**config.mk**
```make
export PLATFORM = sky130hd
export DESIGN_NAME = muldiv_unit
export DESIGN_NICKNAME = d
export VERILOG_FILES = /design/src/rtl/muldiv_unit.sv
export SDC_FILE = /design/constraint.sdc
export NUM_CORES = 1
export LEC_CHECK = 0
export ABC_AREA = 0
export CAP_MARGIN = 20
export CORE_MARGIN = 1
export CORE_UTILIZATION = 27
export CTS_CLUSTER_SIZE = 8
export DETAILED_ROUTE_END_ITERATION = 16
export HOLD_SLACK_MARGIN = 0.06
export PLACE_DENSITY_LB_ADDON = 0.1
export SLEW_MARGIN = 20
export SYNTH_ARGS = -nofsm -noshare
export SYNTH_HDL_FRONTEND = slang
export SYNTH_SLANG_ARGS = --single-unit
```
**constraint.sdc**
```tcl
create_clock -name clk -period 2.4 [get_ports clk]
set_input_delay 0.24 -clock clk [delete_from_list [all_inputs] [get_ports clk]]
set_output_delay 0.24 -clock clk [all_outputs]
set_load 0.01 [all_outputs]
```
**src/rtl/muldiv_unit.sv**
```systemverilog
// Multi-cycle unsigned multiply (shift-add, LSB-first) and restoring divide (MSB-first).
// Results are registered and held from completion until the next accepted operation finishes.
module muldiv_unit #(
    parameter int WIDTH = 8
) (
    input  logic             clk,
    input  logic             reset,
    input  logic             start,
    input  logic [3:0]       opcode,
    input  logic [WIDTH-1:0] a_in,
    input  logic [WIDTH-1:0] d_in,
    output logic             busy,
    output logic             done,
    output logic [WIDTH-1:0] result,
    output logic [WIDTH-1:0] result_hi,
    output logic [WIDTH-1:0] remainder,
    output logic             overflow,
    output logic             div_zero
);
    localparam logic [3:0] OP_MUL = 4'b1100;
    localparam logic [3:0] OP_DIV = 4'b1010;
    localparam int         CW     = $clog2(WIDTH + 1);

    typedef enum logic [1:0] {S_IDLE, S_MUL, S_DIV, S_DONE} state_t;

    state_t             state_q, state_d;
    logic [CW-1:0]      cnt_q, cnt_d;
    logic [WIDTH-1:0]   opa_q, opa_d;       // multiplicand, or dividend shifting into quotient
    logic [WIDTH-1:0]   opb_q, opb_d;       // multiplier (shifted right), or divisor
    logic [2*WIDTH-1:0] acc_q, acc_d;
    logic [WIDTH-1:0]   rem_q, rem_d;
    logic [WIDTH-1:0]   result_q, result_d;
    logic [WIDTH-1:0]   result_hi_q, result_hi_d;
    logic [WIDTH-1:0]   remainder_q, remainder_d;
    logic               overflow_q, overflow_d;
    logic               div_zero_q, div_zero_d;

    logic [WIDTH:0]     mul_sum;
    logic [2*WIDTH-1:0] mul_acc;
    logic [WIDTH:0]     div_shift;
    logic [WIDTH+1:0]   div_trial;
    logic               div_ok;
    logic [WIDTH-1:0]   div_rem;
    logic [WIDTH-1:0]   div_quo;
    logic               last_iter;

    // One iteration of each datapath; the FSM picks which one commits.
    always_comb begin
        mul_sum   = {1'b0, acc_q[2*WIDTH-1:WIDTH]} + {1'b0, opa_q};
        mul_acc   = opb_q[0] ? {mul_sum, acc_q[WIDTH-1:1]} : {1'b0, acc_q[2*WIDTH-1:1]};
        div_shift = {rem_q, opa_q[WIDTH-1]};
        div_trial = {1'b0, div_shift} - {2'b00, opb_q};
        div_ok    = ~div_trial[WIDTH+1];
        div_rem   = div_ok ? WIDTH'(div_trial) : WIDTH'(div_shift);
        div_quo   = {opa_q[WIDTH-2:0], div_ok};
        last_iter = (cnt_q == CW'(WIDTH - 1));
    end

    always_comb begin
        state_d     = state_q;
        cnt_d       = cnt_q;
        opa_d       = opa_q;
        opb_d       = opb_q;
        acc_d       = acc_q;
        rem_d       = rem_q;
        result_d    = result_q;
        result_hi_d = result_hi_q;
        remainder_d = remainder_q;
        overflow_d  = overflow_q;
        div_zero_d  = div_zero_q;
        case (state_q)
            S_IDLE: begin
                if (start && (opcode == OP_MUL || opcode == OP_DIV)) begin
                    opa_d = a_in;
                    opb_d = d_in;
                    acc_d = '0;
                    rem_d = '0;
                    cnt_d = '0;
                    if (opcode == OP_MUL) begin
                        state_d = S_MUL;
                    end else if (d_in == '0) begin
                        result_d    = '1;
                        result_hi_d = '0;
                        remainder_d = a_in;
                        overflow_d  = 1'b0;
                        div_zero_d  = 1'b1;
                        state_d     = S_DONE;
                    end else begin
                        state_d = S_DIV;
                    end
                end
            end
            S_MUL: begin
                acc_d = mul_acc;
                opb_d = opb_q >> 1;
                cnt_d = cnt_q + 1'b1;
                if (last_iter) begin
                    result_d    = mul_acc[WIDTH-1:0];
                    result_hi_d = mul_acc[2*WIDTH-1:WIDTH];
                    overflow_d  = |mul_acc[2*WIDTH-1:WIDTH];
                    remainder_d = '0;
                    div_zero_d  = 1'b0;
                    state_d     = S_DONE;
                end
            end
            S_DIV: begin
                rem_d = div_rem;
                opa_d = div_quo;
                cnt_d = cnt_q + 1'b1;
                if (last_iter) begin
                    result_d    = div_quo;
                    remainder_d = div_rem;
                    result_hi_d = '0;
                    overflow_d  = 1'b0;
                    div_zero_d  = 1'b0;
                    state_d     = S_DONE;
                end
            end
            S_DONE: begin
                cnt_d   = '0;
                state_d = S_IDLE;
            end
            default: state_d = S_IDLE;
        endcase
    end

    always_ff @(posedge clk or negedge reset) begin
        if (!reset) begin
            state_q     <= S_IDLE;
            cnt_q       <= '0;
            opa_q       <= '0;
            opb_q       <= '0;
            acc_q       <= '0;
            rem_q       <= '0;
            result_q    <= '0;
            result_hi_q <= '0;
            remainder_q <= '0;
            overflow_q  <= 1'b0;
            div_zero_q  <= 1'b0;
        end else begin
            state_q     <= state_d;
            cnt_q       <= cnt_d;
            opa_q       <= opa_d;
            opb_q       <= opb_d;
            acc_q       <= acc_d;
            rem_q       <= rem_d;
            result_q    <= result_d;
            result_hi_q <= result_hi_d;
            remainder_q <= remainder_d;
            overflow_q  <= overflow_d;
            div_zero_q  <= div_zero_d;
        end
    end

    assign busy      = (state_q == S_MUL) || (state_q == S_DIV);
    assign done      = (state_q == S_DONE);
    assign result    = result_q;
    assign result_hi = result_hi_q;
    assign remainder = remainder_q;
    assign overflow  = overflow_q;
    assign div_zero  = div_zero_q;

endmodule

```
==> results.json <==
{
  "cts_made_buffers": 9,
  "drt_wl_total_um": 11600,
  "arrival_ns": 2.51,
  "power_leakage_nw": 2.35,
  "finalNetCount": 551,
  "clockBufferDepth": 2,
  "dieHeight_um": 124,
  "final_common_cell": "nand2_1",
  "track_usage": 0.163,
  "whs_ns": 0.463,
  "layout_common_cells": "nand2_1 (76), dfrtp_1 (71), clkdlybuf4s50_1 (49), o21ai_0 (43), buf_4 (35)",
  "final-hold-violation-count": 0,
  "ys_types": 50,
  "place.gp.congestion": 0.744,
  "setup_slack_ns": 0.122,
  "ir_drop_mv": 0.887,
  "r2r_slack_ns": 0.12,
  "syn_area_mm2": 0.00401,
  "die_x_um": 124,
  "worstPathCellList": "ha_1 -> a21o_1 -> a21oi_2 -> nand2_2 -> a41oi_4 -> buf_4 -> mux2_2 -> a31oi_1 -> o21ai_1",
  "r2r-start": "rem_q[2]",
  "synth_sequential_area_ratio": 0.443,
  "h-tree-depth": 3,
  "timing.rr.end": "remainder[2]",
  "dp_hpwl_um": 8540,
  "clockRootBuffer": "clkbuf_16",
  "slowest_delay_ns": 0.41,
  "instances_no_fill": 693,
  "hp-class": "in -> async",
  "drtIter0Drc": 168,
  "cts_sinks": 71,
  "crit_required_ns": 2.64,
  "slowest_stage": "dfrtp_1",
  "finalSetupViolCount": 0,
  "diodes": 0,
  "cts_tree": "yes",
  "grt_pass1_vias": 3301,
  "slew_headroom": 0.551,
  "maxSlewViolCount": 0,
  "vias": 3379,
  "fillers": 1507,
  "synth.avg_cell_area_um2": 9.39,
  "yosys_warnings": 0,
  "start_kind": "flip-flop",
  "clock_latency_ns": 0.35,
  "synth-edff-count": 0,
  "numPortBuffers": 50,
  "cap_violations": 0,
  "viasPerCell": 4.88,
  "drtPass1Iterations": 4,
  "post-place-ws_ns": -0.0534,
  "row_count": 44,
  "antenna_found_initial": 0,
  "worst_pin_slew_ns": 0.673,
  "reg2reg_depth": 9,
  "synthArstFlopShare": 1.00,
  "regArea_mm2": 0.00178,
  "status": "complete, no violations",
  "drive_above_1_share": 0.138,
  "power_w": 0.00780,
  "synthFlopType": "dfrtp_1",
  "yosysTopAreaCellShare": 0.443,
  "crit_fanout": 6,
  "initial_core_util": 0.276,
  "dpl.cell_count": 673,
  "ios": 51,
  "routedWlPerCell_um": 16.8,
  "synth_fp_nets": 473,
  "dieArea_mm2": 0.0153,
  "finalClockSkew_ns": 0.00805,
  "path_buf_inv": 1,
  "critPathCaptureType": "flip-flop",
  "ys_seq_elements": 71,
  "synth_area_leader_cell": "dfrtp_1",
  "synth_cells": 427,
  "cp_top_family": "compound AO/OA/AOI/OAI gates",
  "max_freq_mhz": 439,
  "synthToLayoutAreaGrowth_pct": 31.4,
  "core_mm2": 0.0145,
  "overflow": 0,
  "path_class": "reg -> reg",
  "p_per_area_mw_per_mm2": 1480,
  "drc": 0,
  "cts.reportedPaths.clkPinSlew_ns": 0.06,
  "ant_nets": 0,
  "synthTopCellsByArea": "dfrtp_1 (44%), nand2_1 (7.1%), ha_1 (6.6%)",
  "period_share": 0.949,
  "min_period_ns": 2.28,
  "grt_max_degree": 29,
  "grt_pass1_wl_um": 18300,
  "multiInputGateArea_mm2": 0.00209
}
## cell type report
type,instances,share of cell area
Clock inverter,6,0.0116
Timing Repair Buffer,88,0.153
Tap cell,184,0.0437
Clock buffer,9,0.0427
Sequential cell,71,0.337
Multi-Input combinational cell,315,0.397
Inverter,20,0.0142
## logic make-up after synthesis
group / Yosys count / synth area share
DFF: 71 / 0.443
xor gates and xnor gates: 9 / 0.0197
and+or+nand+nor: 130 / 0.142
muxes: 29 / 0.0743
adders and majority gates: 23 / 0.0755
buffers and inverters: 41 / 0.0415
AOI/OAI and AO/OA: 124 / 0.204
## per-stage QoR
stage	instance area [um^2]	setup TNS (ns)	utilization
floorplan	4010	0	-
global placement	4930	-0.00447	0.339
detailed placement	4930	-0.196	0.339
CTS	5220	0	0.359
global route	5270	-0.000461	0.363
finish	5270	0	0.363
## cell usage after synthesis (all sizes together), types with 3 or more instances
cell	count
a21boi	4
a21o	5
a21oi	13
a22o	7
a22oi	6
a31oi	14
a41oi	3
buf	5
clkbuf	16
dfrtp	71
ha	21
inv	20
mux2	6
mux2i	23
nand2	77
nand2b	4
nand3	10
nor2	17
nor2b	9
nor3	5
o21a	4
o21ai	48
o31ai	7
xnor2	6
xor2	3
## state kept, by name (all words and copies together) (netlist names)
register,count
result_hi,8
rem_q,8
cnt_q,4
acc_q,15
opb_q,8
result,8
state_q,2
opa_q,8
overflow,1
remainder,8
div_zero,1
## layer usage
metal	share of wire	global-route usage	routed length (um)	vias up
li1	-	-	-	1672
met1	0.50	0.227	5810	1632
met2	0.45	0.246	5230	63
met3	0.035	0.0293	405	12
met4	0.017	0.0723	201	0
met5	0	0	0	-
## power by group
part | switching, W | internal [W]
Sequential | 0.000313 | 0.00161
Clock | 0.000563 | 0.000797
Combinational | 0.00246 | 0.00206
Total | 0.00333 | 0.00447
## worst max path at each step
stage	startpoint	to	slack, ns	cells past startpoint
floorplan	opb_q[1]	remainder[2]	0.13	9
global placement	d_in[2]	remainder[3]	-0.004	10
detailed placement	d_in[1]	remainder[6]	-0.05	8
CTS	rem_q[0]	remainder[0]	0.06	9
global route	rem_q[2]	remainder[0]	-0.0005	9
finish	rem_q[2]	remainder[2]	0.12	9
## repair_timing
action / 4_1_cts / 5_1_grt
buffers inserted: 0 / 4
hold endpoints to repair: 24 / 0
setup endpoints to repair: 0 / 15
gates resized for setup: 0 / 5
hold buffers: 1 / 0
(Power assumes the default switching activity.)
==> RTL edit, RTL diff (same flow settings) <==
The parameter `WIDTH` goes from 8 to 4.
--- a/src/rtl/muldiv_unit.sv
+++ b/src/rtl/muldiv_unit.sv
@@ -2,5 +2,5 @@
 // Results are registered and held from completion until the next accepted operation finishes.
 module muldiv_unit #(
-    parameter int WIDTH = 8
+    parameter int WIDTH = 4
 ) (
     input  logic             clk,
Interface: changed (5 resized); port bits go from 51 to 31. The function was not compared with the original's and may differ.
==> RTL edit against the original RTL <==
Setup slack gained 0.17 ns; sequential share of layout area fell by 0.21 points; synthesized area is 44% lower; sequential cell count decreased by 33; total power fell by 46%; cell area shrank 46%; hold slack got worse by 0.40 ns; routed wire length is 52% lower; critical endpoint unchanged.
==> RTL edit: results (changes against the original RTL) <==
* Post-DP HPWL at 4080 um (-52%)
* GPL Wtd Cong at 0.714 (-4.0%)
* Fin Hold WS at 0.0644 ns (-0.399 ns)
* Final layout net count at 299 (-46%)
* Root buffer cell: clkbuf_8
* Largest net degree at the start of global routing at 39 (+34%)
* Clk_skew at 0.0111 ns (+0.00304 ns)
* Via density at 4.83 (-1.0%)
* Global routing usage on met2 at 21.8% (-2.9 points)
* P_seq at 0.00112 W (-42%)
* Cells after synthesis at 229 (-46%)
* Total GRT Usage at 14.6% (-1.7 points)
* Placed Area at 2730 um^2 (-45%)
* Sequential element share of the synthesized area at 42.3% (-2.0 points)
* Status: complete, no violations
* Drt total wl at 5560 um (-52%)
* Layout cell share with drive strength beyond 1 at 13.4% (-0.32 points)
* Pre-CTS setup slack at 0.0650 ns (+0.118 ns)
* Port-buffer cells at 30 (-40%)
* Top cells by area, synth: dfrtp_1 42%, ha_1 7.8%, nand2_1 5.7%, mux2i_1 3.6%, o21ai_1 3.1%
* Crit-path max FO at 11 (+5)
* Met3 usage at 2.60% (-0.33 points)
* First-pass GRT wire length at 9650 um (-47%)
* Fillers at 808 (-46%)
* Slew @ Worst Pin at 0.897 ns (+0.224 ns)
* Leak at 1.23 nW (-48%)
* Clock-pin slew on the worst setup and hold paths at 0.08 ns (+0.02 ns)
* Internal power at 0.00242 W (-46%)
* Reg2reg start: state_q[0]$_DFFE_PN0P_
* Largest register FFs at 7 (-8)
* 1st-iter DRT viols at 72 (-57%)
* Seq pwr share at 26.4% (+1.8 points)
* FF-to-FF path depth at 7 (-2)
* M1 GR Usage at 21.0% (-1.7 points)
* WL per Instance at 15.0 um (-11%)
* Post-synthesis cell type count at 52 (+4.0%)
* Syn_nets at 260 (-45%)
* Largest stage delay, worst path at 0.44 ns (+0.03 ns)
-- RTL edit: final cells by class --
type	count	area, um^2	area share, %
repair buffers	42	398	14.0
well taps	102	128	4.50
clock inverters	1	30.0	1.06
flip-flops and latches	38	951	33.5
clock buffers	6	82.6	2.91
multi-input cells	164	1180	41.8
inverters	17	63.8	2.25
-- RTL edit: logic make-up after synthesis --
logic type,after synthesis,share of synthesized area [%]
simple gates,74,17.1
buf+inv,27,5.06
mux,11,5.06
fa+ha+maj,16,9.57
compound gates,60,19.7
flops,38,42.3
xor+xnor,3,1.17
-- RTL edit: worst max path at each step --
stage	from	to	slack, ns	cells past startpoint
global route	state_q[0]$_DFFE_PN0P_	remainder[2]$_DFFE_PN0P_	0.10	7
finish	state_q[0]$_DFFE_PN0P_	remainder[2]$_DFFE_PN0P_	0.29	7
floorplan	opb_q[1]$_DFFE_PN0P_	remainder[0]$_DFFE_PN0P_	0.43	7
CTS	state_q[0]$_DFFE_PN0P_	remainder[2]$_DFFE_PN0P_	0.28	7
detailed placement	d_in[2]	remainder[2]$_DFFE_PN0P_	0.06	6
global placement	d_in[2]	remainder[2]$_DFFE_PN0P_	0.10	6
-- RTL edit: critical path, delay by kind of cell (launching register included) --
family | cells | cell delay (ns)
AO/OA/AOI/OAI | 3 | 0.90
flip-flops | 1 | 0.42
adder cells (fa/ha/maj) | 1 | 0.31
buffers and inverters | 2 | 0.27
AND/OR/NAND/NOR | 1 | 0.14
-- RTL edit: metal layers --
metal  wire length (um)  vias up  part of all wire (%)
li1                   -      890                     -
met1               2930      857                    53
met2               2360       31                    42
met3                170        8                   3.1
met4                106        0                   1.9
met5                  0        -                     0
